`src/rtl/dmem_arbiter_pkg.sv`:
```
// Shared encodings for the data-memory arbiter: grant owner codes, FSM states
// and the starvation counter width. Imported by the RTL and by benches.
package dmem_arbiter_pkg;

  // Owner codes reported on the owner port.
  localparam logic [1:0] OWN_NONE = 2'b00;
  localparam logic [1:0] OWN_CORE = 2'b01;
  localparam logic [1:0] OWN_LD   = 2'b10;

  // Starvation counter width; MAX_WAIT is limited to 1..15.
  localparam int unsigned CNT_W = 4;

  // Loader transaction FSM.
  typedef enum logic {
    S_IDLE = 1'b0,
    S_ACK  = 1'b1
  } state_e;

  // Owner code from the two mutually exclusive grant terms.
  function automatic logic [1:0] ownerEnc(input logic coreGrant, input logic ldGrant);
    if (ldGrant)        return OWN_LD;
    else if (coreGrant) return OWN_CORE;
    else                return OWN_NONE;
  endfunction

endpackage

```
`src/rtl/dmem_starve_counter.sv`:
```
// Saturating starvation counter for the loader port.
// Ports:
//   Clk, Reset : clock, async active-low reset
//   clr        : clear to zero (takes priority over inc)
//   inc        : increment, saturating at MAX_WAIT; neither clr nor inc holds
//   sat        : registered flag, count equals MAX_WAIT
module dmem_starve_counter
  import dmem_arbiter_pkg::*;
#(
  parameter int unsigned MAX_WAIT = 4
) (
  input  logic Clk,
  input  logic Reset,
  input  logic clr,
  input  logic inc,
  output logic sat
);

  localparam logic [CNT_W-1:0] MAX_CNT = CNT_W'(MAX_WAIT);

  logic [CNT_W-1:0] cnt;
  logic [CNT_W-1:0] cntNext;

  // Next count: clear wins, increment stops at the ceiling.
  always_comb begin
    cntNext = cnt;
    if (clr) begin
      cntNext = '0;
    end else if (inc && (cnt != MAX_CNT)) begin
      cntNext = cnt + CNT_W'(1);
    end
  end

  // sat is registered from the next count so it is valid in the same cycle as cnt.
  always_ff @(posedge Clk or negedge Reset) begin
    if (!Reset) begin
      cnt <= '0;
      sat <= 1'b0;
    end else begin
      cnt <= cntNext;
      sat <= (cntNext == MAX_CNT);
    end
  end

endmodule

```
`src/rtl/dmem_arbiter.sv`:
```
// Data-memory arbiter between the MIPS-32 core (fixed priority) and a
// loader/debug port. The loader is force-granted after MAX_WAIT consecutive
// denied cycles; each loader transfer is acknowledged one cycle after grant.
// Ports:
//   Clk, Reset            : clock, async active-low reset
//   core_*                : core data bus; core_Stall flags a denied access
//   ld_*                  : loader request/ack handshake, registered read data
//   mem_*                 : single-port data memory interface
//   owner                 : current-cycle grant (OWN_NONE/OWN_CORE/OWN_LD)
// Grant, mux, stall and owner are combinational; ld_ack/ld_rdata are registered.
module dmem_arbiter
  import dmem_arbiter_pkg::*;
#(
  parameter int unsigned ADDR_W   = 32,
  parameter int unsigned DATA_W   = 32,
  parameter int unsigned MAX_WAIT = 4
) (
  input  logic              Clk,
  input  logic              Reset,
  input  logic              core_MemRead,
  input  logic              core_MemWrite,
  input  logic [ADDR_W-1:0] core_Address,
  input  logic [DATA_W-1:0] core_WriteData,
  output logic [DATA_W-1:0] core_ReadData,
  output logic              core_Stall,
  input  logic              ld_req,
  input  logic              ld_we,
  input  logic [ADDR_W-1:0] ld_addr,
  input  logic [DATA_W-1:0] ld_wdata,
  output logic              ld_ack,
  output logic [DATA_W-1:0] ld_rdata,
  input  logic [DATA_W-1:0] mem_ReadData,
  output logic [ADDR_W-1:0] mem_Address,
  output logic [DATA_W-1:0] mem_WriteData,
  output logic              mem_MemWrite,
  output logic              mem_MemRead,
  output logic [1:0]        owner
);

  state_e state;
  state_e stateNext;

  logic coreReq;
  logic ldElig;
  logic ldGrant;
  logic coreGrant;
  logic starveSat;

  // Loader waits out the ACK cycle, so back-to-back transfers are 2 cycles apart.
  assign coreReq = core_MemRead | core_MemWrite;
  assign ldElig  = ld_req & (state == S_IDLE);

  dmem_starve_counter #(
    .MAX_WAIT (MAX_WAIT)
  ) u_starve (
    .Clk   (Clk),
    .Reset (Reset),
    .clr   (ldGrant | ~ld_req),
    .inc   (ldElig & ~ldGrant),
    .sat   (starveSat)
  );

  // Grant, memory mux, stall and next state.
  always_comb begin
    ldGrant       = ldElig & (starveSat | ~coreReq);
    coreGrant     = coreReq & ~ldGrant;
    core_Stall    = coreReq & ~coreGrant;
    owner         = ownerEnc(coreGrant, ldGrant);
    mem_Address   = '0;
    mem_WriteData = '0;
    mem_MemWrite  = 1'b0;
    mem_MemRead   = 1'b0;
    stateNext     = S_IDLE;

    if (ldGrant) begin
      mem_Address   = ld_addr;
      mem_WriteData = ld_wdata;
      mem_MemWrite  = ld_we;
      mem_MemRead   = ~ld_we;
    end else if (coreGrant) begin
      mem_Address   = core_Address;
      mem_WriteData = core_WriteData;
      mem_MemWrite  = core_MemWrite;
      // Simultaneous read and write from the core is treated as a write.
      mem_MemRead   = core_MemRead & ~core_MemWrite;
    end

    case (state)
      S_IDLE:  stateNext = ldGrant ? S_ACK : S_IDLE;
      S_ACK:   stateNext = S_IDLE;
      default: stateNext = S_IDLE;
    endcase
  end

  // Core read data is a straight pass-through; the core ignores it when stalled.
  assign core_ReadData = mem_ReadData;

  always_ff @(posedge Clk or negedge Reset) begin
    if (!Reset) begin
      state <= S_IDLE;
    end else begin
      state <= stateNext;
    end
  end

  // Acknowledge and capture loader read data one cycle after the grant.
  always_ff @(posedge Clk or negedge Reset) begin
    if (!Reset) begin
      ld_ack   <= 1'b0;
      ld_rdata <= '0;
    end else begin
      ld_ack <= ldGrant;
      if (ldGrant && !ld_we) begin
        ld_rdata <= mem_ReadData;
      end
    end
  end

endmodule
```
`config.mk`:
```
export PLATFORM = sky130hd
export DESIGN_NAME = dmem_arbiter
export DESIGN_NICKNAME = d
export VERILOG_FILES = /design/src/rtl/dmem_arbiter_pkg.sv /design/src/rtl/dmem_starve_counter.sv /design/src/rtl/dmem_arbiter.sv
export SDC_FILE = /design/constraint.sdc
export NUM_CORES = 1
export LEC_CHECK = 0
export CORE_AREA = 2 2 116 118
export DETAILED_ROUTE_END_ITERATION = 6
export DIE_AREA = 0 0 118 120
export PLACE_DENSITY = 0.73
export SLEW_MARGIN = 5
export SYNTH_ARGS = -nofsm -noshare
export SYNTH_HDL_FRONTEND = slang
export SYNTH_SLANG_ARGS = --single-unit
```
`constraint.sdc`:
```
create_clock -name Clk -period 3.35 [get_ports Clk]
set_input_delay 0.8375 -clock Clk [delete_from_list [all_inputs] [get_ports Clk]]
set_output_delay 0.8375 -clock Clk [all_outputs]
set_load 0.03 [all_outputs]
```
# After elaboration in Yosys (flattened, before gate mapping)
# Index checks and enable logic that the tools add are counted.
# classes
n_addsub	1
eq_ne	2
n_mux	14
bitwise_logic	16
reduce_logical	3
# op_table
op	n
2-to-1 mux 32 bit	4
2-to-1 mux 4 bit	2
NOT 1 bit	7
bitwise AND 1 bit	6
2-to-1 mux 1 bit	6
adder 4 x 1 -> 4 bit, second input constant	1
== test 4 x 3 -> 1 bit, second input constant	1
!= test 4 x 3 -> 1 bit, second input constant	1
OR 1 bit	3
logical AND 1 bit	2
2-to-1 mux 2 bit	1
case mux 1 bit (2 select lines)	1
zero test 1 bit	1
# word_totals
register_bits	39
input_bits	166
output_inout_bits	134
wordCells	41

# Longest topological paths before layout
# logic_depth
depth_word	10
mapped_depth	7
depth_no_buf	6

# Hierarchy
# Synthesis repeated with hierarchy kept, for this count alone.
# unflattened
hier_cells	224
area_unflattened_um2	2518.7
# by_module_without_submodules
mod	instances	cells_per_inst	area_per_inst_um2
dmem_arbiter	1	194	2228.4
dmem_starve_counter	1	30	290.3

# Worst setup path after synthesis
# OpenSTA, ideal clock, no wires.
# synth_path
path_kind	in2out
from	input port core_MemRead
to	output port mem_Address[14]
arrival_time_ns	2.040
t_required_ns	2.513
setup_slack_ns	0.472
stages	6
cell_sequence	o21bai_1 nor2b_2 buf_6 buf_2 buf_1 a22o_1
# synth_between
elab_chain_len	8
# synth_lines
item	line_no	source
start: declaration	dmem_arbiter.sv:20	input logic core_MemRead,
OR 1 bit *	dmem_arbiter.sv:50	assign coreReq = core_MemRead | core_MemWrite;
NOT 1 bit	dmem_arbiter.sv:65	ldGrant = ldElig & (starveSat | ~coreReq);
OR 1 bit	dmem_arbiter.sv:65	
bitwise AND 1 bit	dmem_arbiter.sv:65	
NOT 1 bit	dmem_arbiter.sv:66	coreGrant = coreReq & ~ldGrant;
bitwise AND 1 bit	dmem_arbiter.sv:66	
2-to-1 mux 32 bit	dmem_arbiter.sv:80	end else if (coreGrant) begin
2-to-1 mux 32 bit *	dmem_arbiter.sv:75	if (ldGrant) begin
end: declaration	dmem_arbiter.sv:33	output logic [ADDR_W-1:0] mem_Address,
# Mark *: on every way between the ends. The rest lies on a longest branch, timed or not.

# Worst setup path in the final report
# layout_path
from	input port ld_req
to	output port mem_Address[18]
# layout_between
elab_chain_len	6
# layout_lines
item	line_no	source
start: declaration	dmem_arbiter.sv:26	input logic ld_req,
bitwise AND 1 bit *	dmem_arbiter.sv:51	assign ldElig = ld_req & (state == S_IDLE);
bitwise AND 1 bit *	dmem_arbiter.sv:65	
NOT 1 bit	dmem_arbiter.sv:66	
bitwise AND 1 bit	dmem_arbiter.sv:66	
2-to-1 mux 32 bit	dmem_arbiter.sv:80	
2-to-1 mux 32 bit *	dmem_arbiter.sv:75	
# Marks and branches as above.

==> results_dict.tcl <==
set metrics [dict create \
    status "complete, no violations" \
    ir_drop_mv 0.254 \
    critPathKind "primary input to output pin" \
    drv_slew 0 \
    placed_area_um2 5550 \
    min_from "ld_rdata[28]" \
    r2r-end "ld_rdata[30]" \
    post_drt_via_cell_ratio 4.57 \
    avgSynthCellArea_um2 11.7 \
    netlist_area_um2 2690 \
    grt_util_all_layers_pct 18.1 \
    grt_start_max_net_pins 40 \
    dpl.hpwl_um 10900 \
    r2r_slack_ps 1060 \
    fp.dieH_um 120 \
    fin_area_um2 5780 \
    cts_tree "built" \
    seqPwrFrac_pct 24.8 \
    slew_headroom_pct 40.2 \
    area_growth_pct 115 \
    fillCellCount 1220 \
    finalSetupViolations 0 \
    max_cap_violations 0 \
    portBuffers 299 \
    overflow 0 \
    min_delay_worst_endpoint "ld_rdata[28]" \
    synth_seq_cells 39 \
    post-route-min-period_ps 3240 \
    fmax_mhz 308 \
    gp_congestion 0.935 \
    p_int_uw 1670 \
    cp-end-kind "output pin" \
    grt_first_pass_wirelength_um 19700 \
    finalPower_uw 2570 \
    route.detailed.wl_per_inst_um 19.9 \
    p_leak_uw 0.00257 \
    start_util_pct 20.7 \
    hold_path_class "flip-flop to flip-flop" \
    yosys_warnings 0 \
    worst-endpoint-required_ps 2510 \
    grt_pass1_vias 3262 \
    antenna_found_initial 1 \
    p_sw_uw 905 \
    min_period_over_period_pct 96.8 \
    p_per_area_nw_per_um2 446 \
    clock-sinks 39 \
    drc_errors 0 \
    ctsRootBufferMaster "clkbuf_16" \
    rsz0062_at_grt "no" \
    core_um2 13000 \
    die-area_um2 14200 \
    vias 3074 \
    mappedNetlistNets 398 \
    reg2regPathDepth 6 \
    crit_arrival_ps 2400 \
    drive_gt1_share_pct 26.1 \
    numCtsBuffers 5 \
    io_pins 300 \
    yosys.cell_types.count 34 \
    drt-initial-drc-count 204 \
    finalClockSkew_ps 5.79 \
    hold_viol 0 \
    clk_latency_ps 280 \
    start_kind "primary input" \
    setup_tns_ps 0 \
    wirelength_um 13400 \
    htreeDepth 2 \
    drtAntennaViolNets 0 \
    cts_max_path_buffers 2 \
    yosysSeqAreaShare_pct 36.3 \
    synthCells 230 \
    rows 42 \
    swShare_pct 35.2 \
    r2r_start "state" \
    clkPwrFrac_pct 24.5 \
    die-width_um 118 \
    layout.nets 662 \
    tightest_slew_ps 897 \
    firstDrtPassIters 4 \
    whs_path_depth 1 \
    cp_max_fo 37 \
    pwr-share-comb_pct 50.7 \
    cts.reportedPaths.clkPinSlew_ps 70 \
]
layout by cell type (no fill, tap or decap), types with 2 or more instances in the layout:
cell type        count
mux2_2               4
nor2b_4              2
clkdlybuf4s50_1    227
dlymetal6s2s_1       2
nand2b_1             2
buf_6                2
or4_1                2
a21boi_0             2
ha_1                 2
buf_12               9
dfrtp_1             39
o21ai_0              3
mux2_4              30
o31a_1               2
bufinv_16            2
nor3_1               2
a22o_1              64
buf_4               68
nor2b_1              4
nand2_1              2
clkbuf_16            5
inv_1                3
per-layer routing:
layer	global-route usage [%]	share of wire [%]
met1	21.3	39
met2	30.2	48
met5	0	0
met3	6.08	9.3
met4	7.68	3.7
cells by family after synthesis:
logic type	after synthesis	synth area share, %
adder cells (fa/ha/maj)	2	0.932
AND/OR/NAND/NOR	21	5.31
AO/OA/AOI/OAI	78	24.7
flip-flops	39	36.3
buffers and inverters	56	14.4
multiplexers	34	18.3
through the flow:
step | cells | hold WS [ps] | setup slack [ps] | utilization (%)
finish | 672 | 512 | 108 | 44.5
global route | 672 | 527 | 39.0 | 44.5
global placement | 663 | 491 | 6.31 | 42.8
detailed placement | 663 | 494 | 14.2 | 42.8
floorplan | 230 | 542 | 472 | -
CTS | 671 | 516 | 1.41 | 44.3
state kept, by name, summed over array words and instances, names as in the netlist:
register	flops
ld_rdata	32
state	1
u_starve.cnt	4
ld_ack	1
u_starve.sat	1
cells in the mapped netlist:
| cell type | count | area, µm² |
|---|---|---|
| o21ai_0 | 3 | 15.0 |
| a2111oi_0 | 1 | 8.76 |
| o21bai_1 | 1 | 7.51 |
| nand2b_1 | 2 | 12.5 |
| buf_2 | 11 | 55.1 |
| nand2b_4 | 1 | 13.8 |
| nor3b_1 | 1 | 7.51 |
| nand3_1 | 1 | 5.00 |
| or4_1 | 2 | 15.0 |
| nor2_1 | 2 | 7.51 |
| inv_1 | 3 | 11.3 |
| nand2_1 | 2 | 7.51 |
| buf_4 | 33 | 248 |
| nor2b_1 | 4 | 25.0 |
| nor2b_2 | 1 | 8.76 |
| ha_1 | 2 | 25.0 |
| mux2_4 | 29 | 435 |
| dfrtp_1 | 39 | 976 |
| nor2b_4 | 1 | 13.8 |
| o31a_1 | 2 | 17.5 |
| a22o_1 | 64 | 561 |
| and3b_1 | 1 | 8.76 |
| clkbuf_1 | 2 | 7.51 |
| a31oi_1 | 1 | 6.26 |
| nor3_1 | 2 | 10.0 |
| o21a_1 | 1 | 7.51 |
| a21boi_0 | 2 | 15.0 |
| buf_6 | 5 | 56.3 |
| mux2_2 | 5 | 56.3 |
| and2b_1 | 1 | 7.51 |
| buf_1 | 2 | 7.51 |
| a21oi_1 | 1 | 5.00 |
| o21ba_2 | 1 | 10.0 |
| o221a_2 | 1 | 11.3 |
cell type report:
type / instances / area (µm²) / share of cell area (%)
repair buffers: 310 / 3030 / 52.5
multi-input cells: 135 / 1340 / 23.2
flip-flops and latches: 39 / 976 / 16.9
well taps: 176 / 220 / 3.81
clock buffers: 5 / 125 / 2.17
clock inverters: 3 / 71.3 / 1.23
inverters: 3 / 11.3 / 0.195
diodes: 1 / 2.50 / 0.0433
worst max path at each step:
stage | end | start | slack (ps) | cells after the start
final | mem_Address[18] | ld_req | 110 | 6
after global routing | mem_Address[18] | ld_req | 40 | 6
after CTS | mem_WriteData[6] | core_MemRead | 1 | 7
after detailed placement | mem_WriteData[6] | core_MemRead | 10 | 7
after global placement | mem_MemRead | core_MemRead | 6 | 7
after floorplan | mem_Address[14] | core_MemRead | 470 | 6
critical path, cell delays in order:
cell and delay [ps]:
clkdlybuf4s50_1 530, nand2b_4 100, nor2b_4 220, buf_6 300, a22o_1 230, buf_4 170
what timing repair did:
item | CTS | global route
gates resized for setup | 0 | 7
endpoints found under the setup margin | 0 | 45
buffers inserted | 0 | 0
hold buffers | 0 | 0
power groups by stage:
stage	registers, µW	clock network, µW	logic, µW
after floorplan	829	0	485
after global placement	638	0	1300
after detailed placement	640	0	1310
after CTS	638	658	1310
after global routing	649	673	1360
final	639	632	1300
Note: power is estimated with default switching activity, not from simulation.
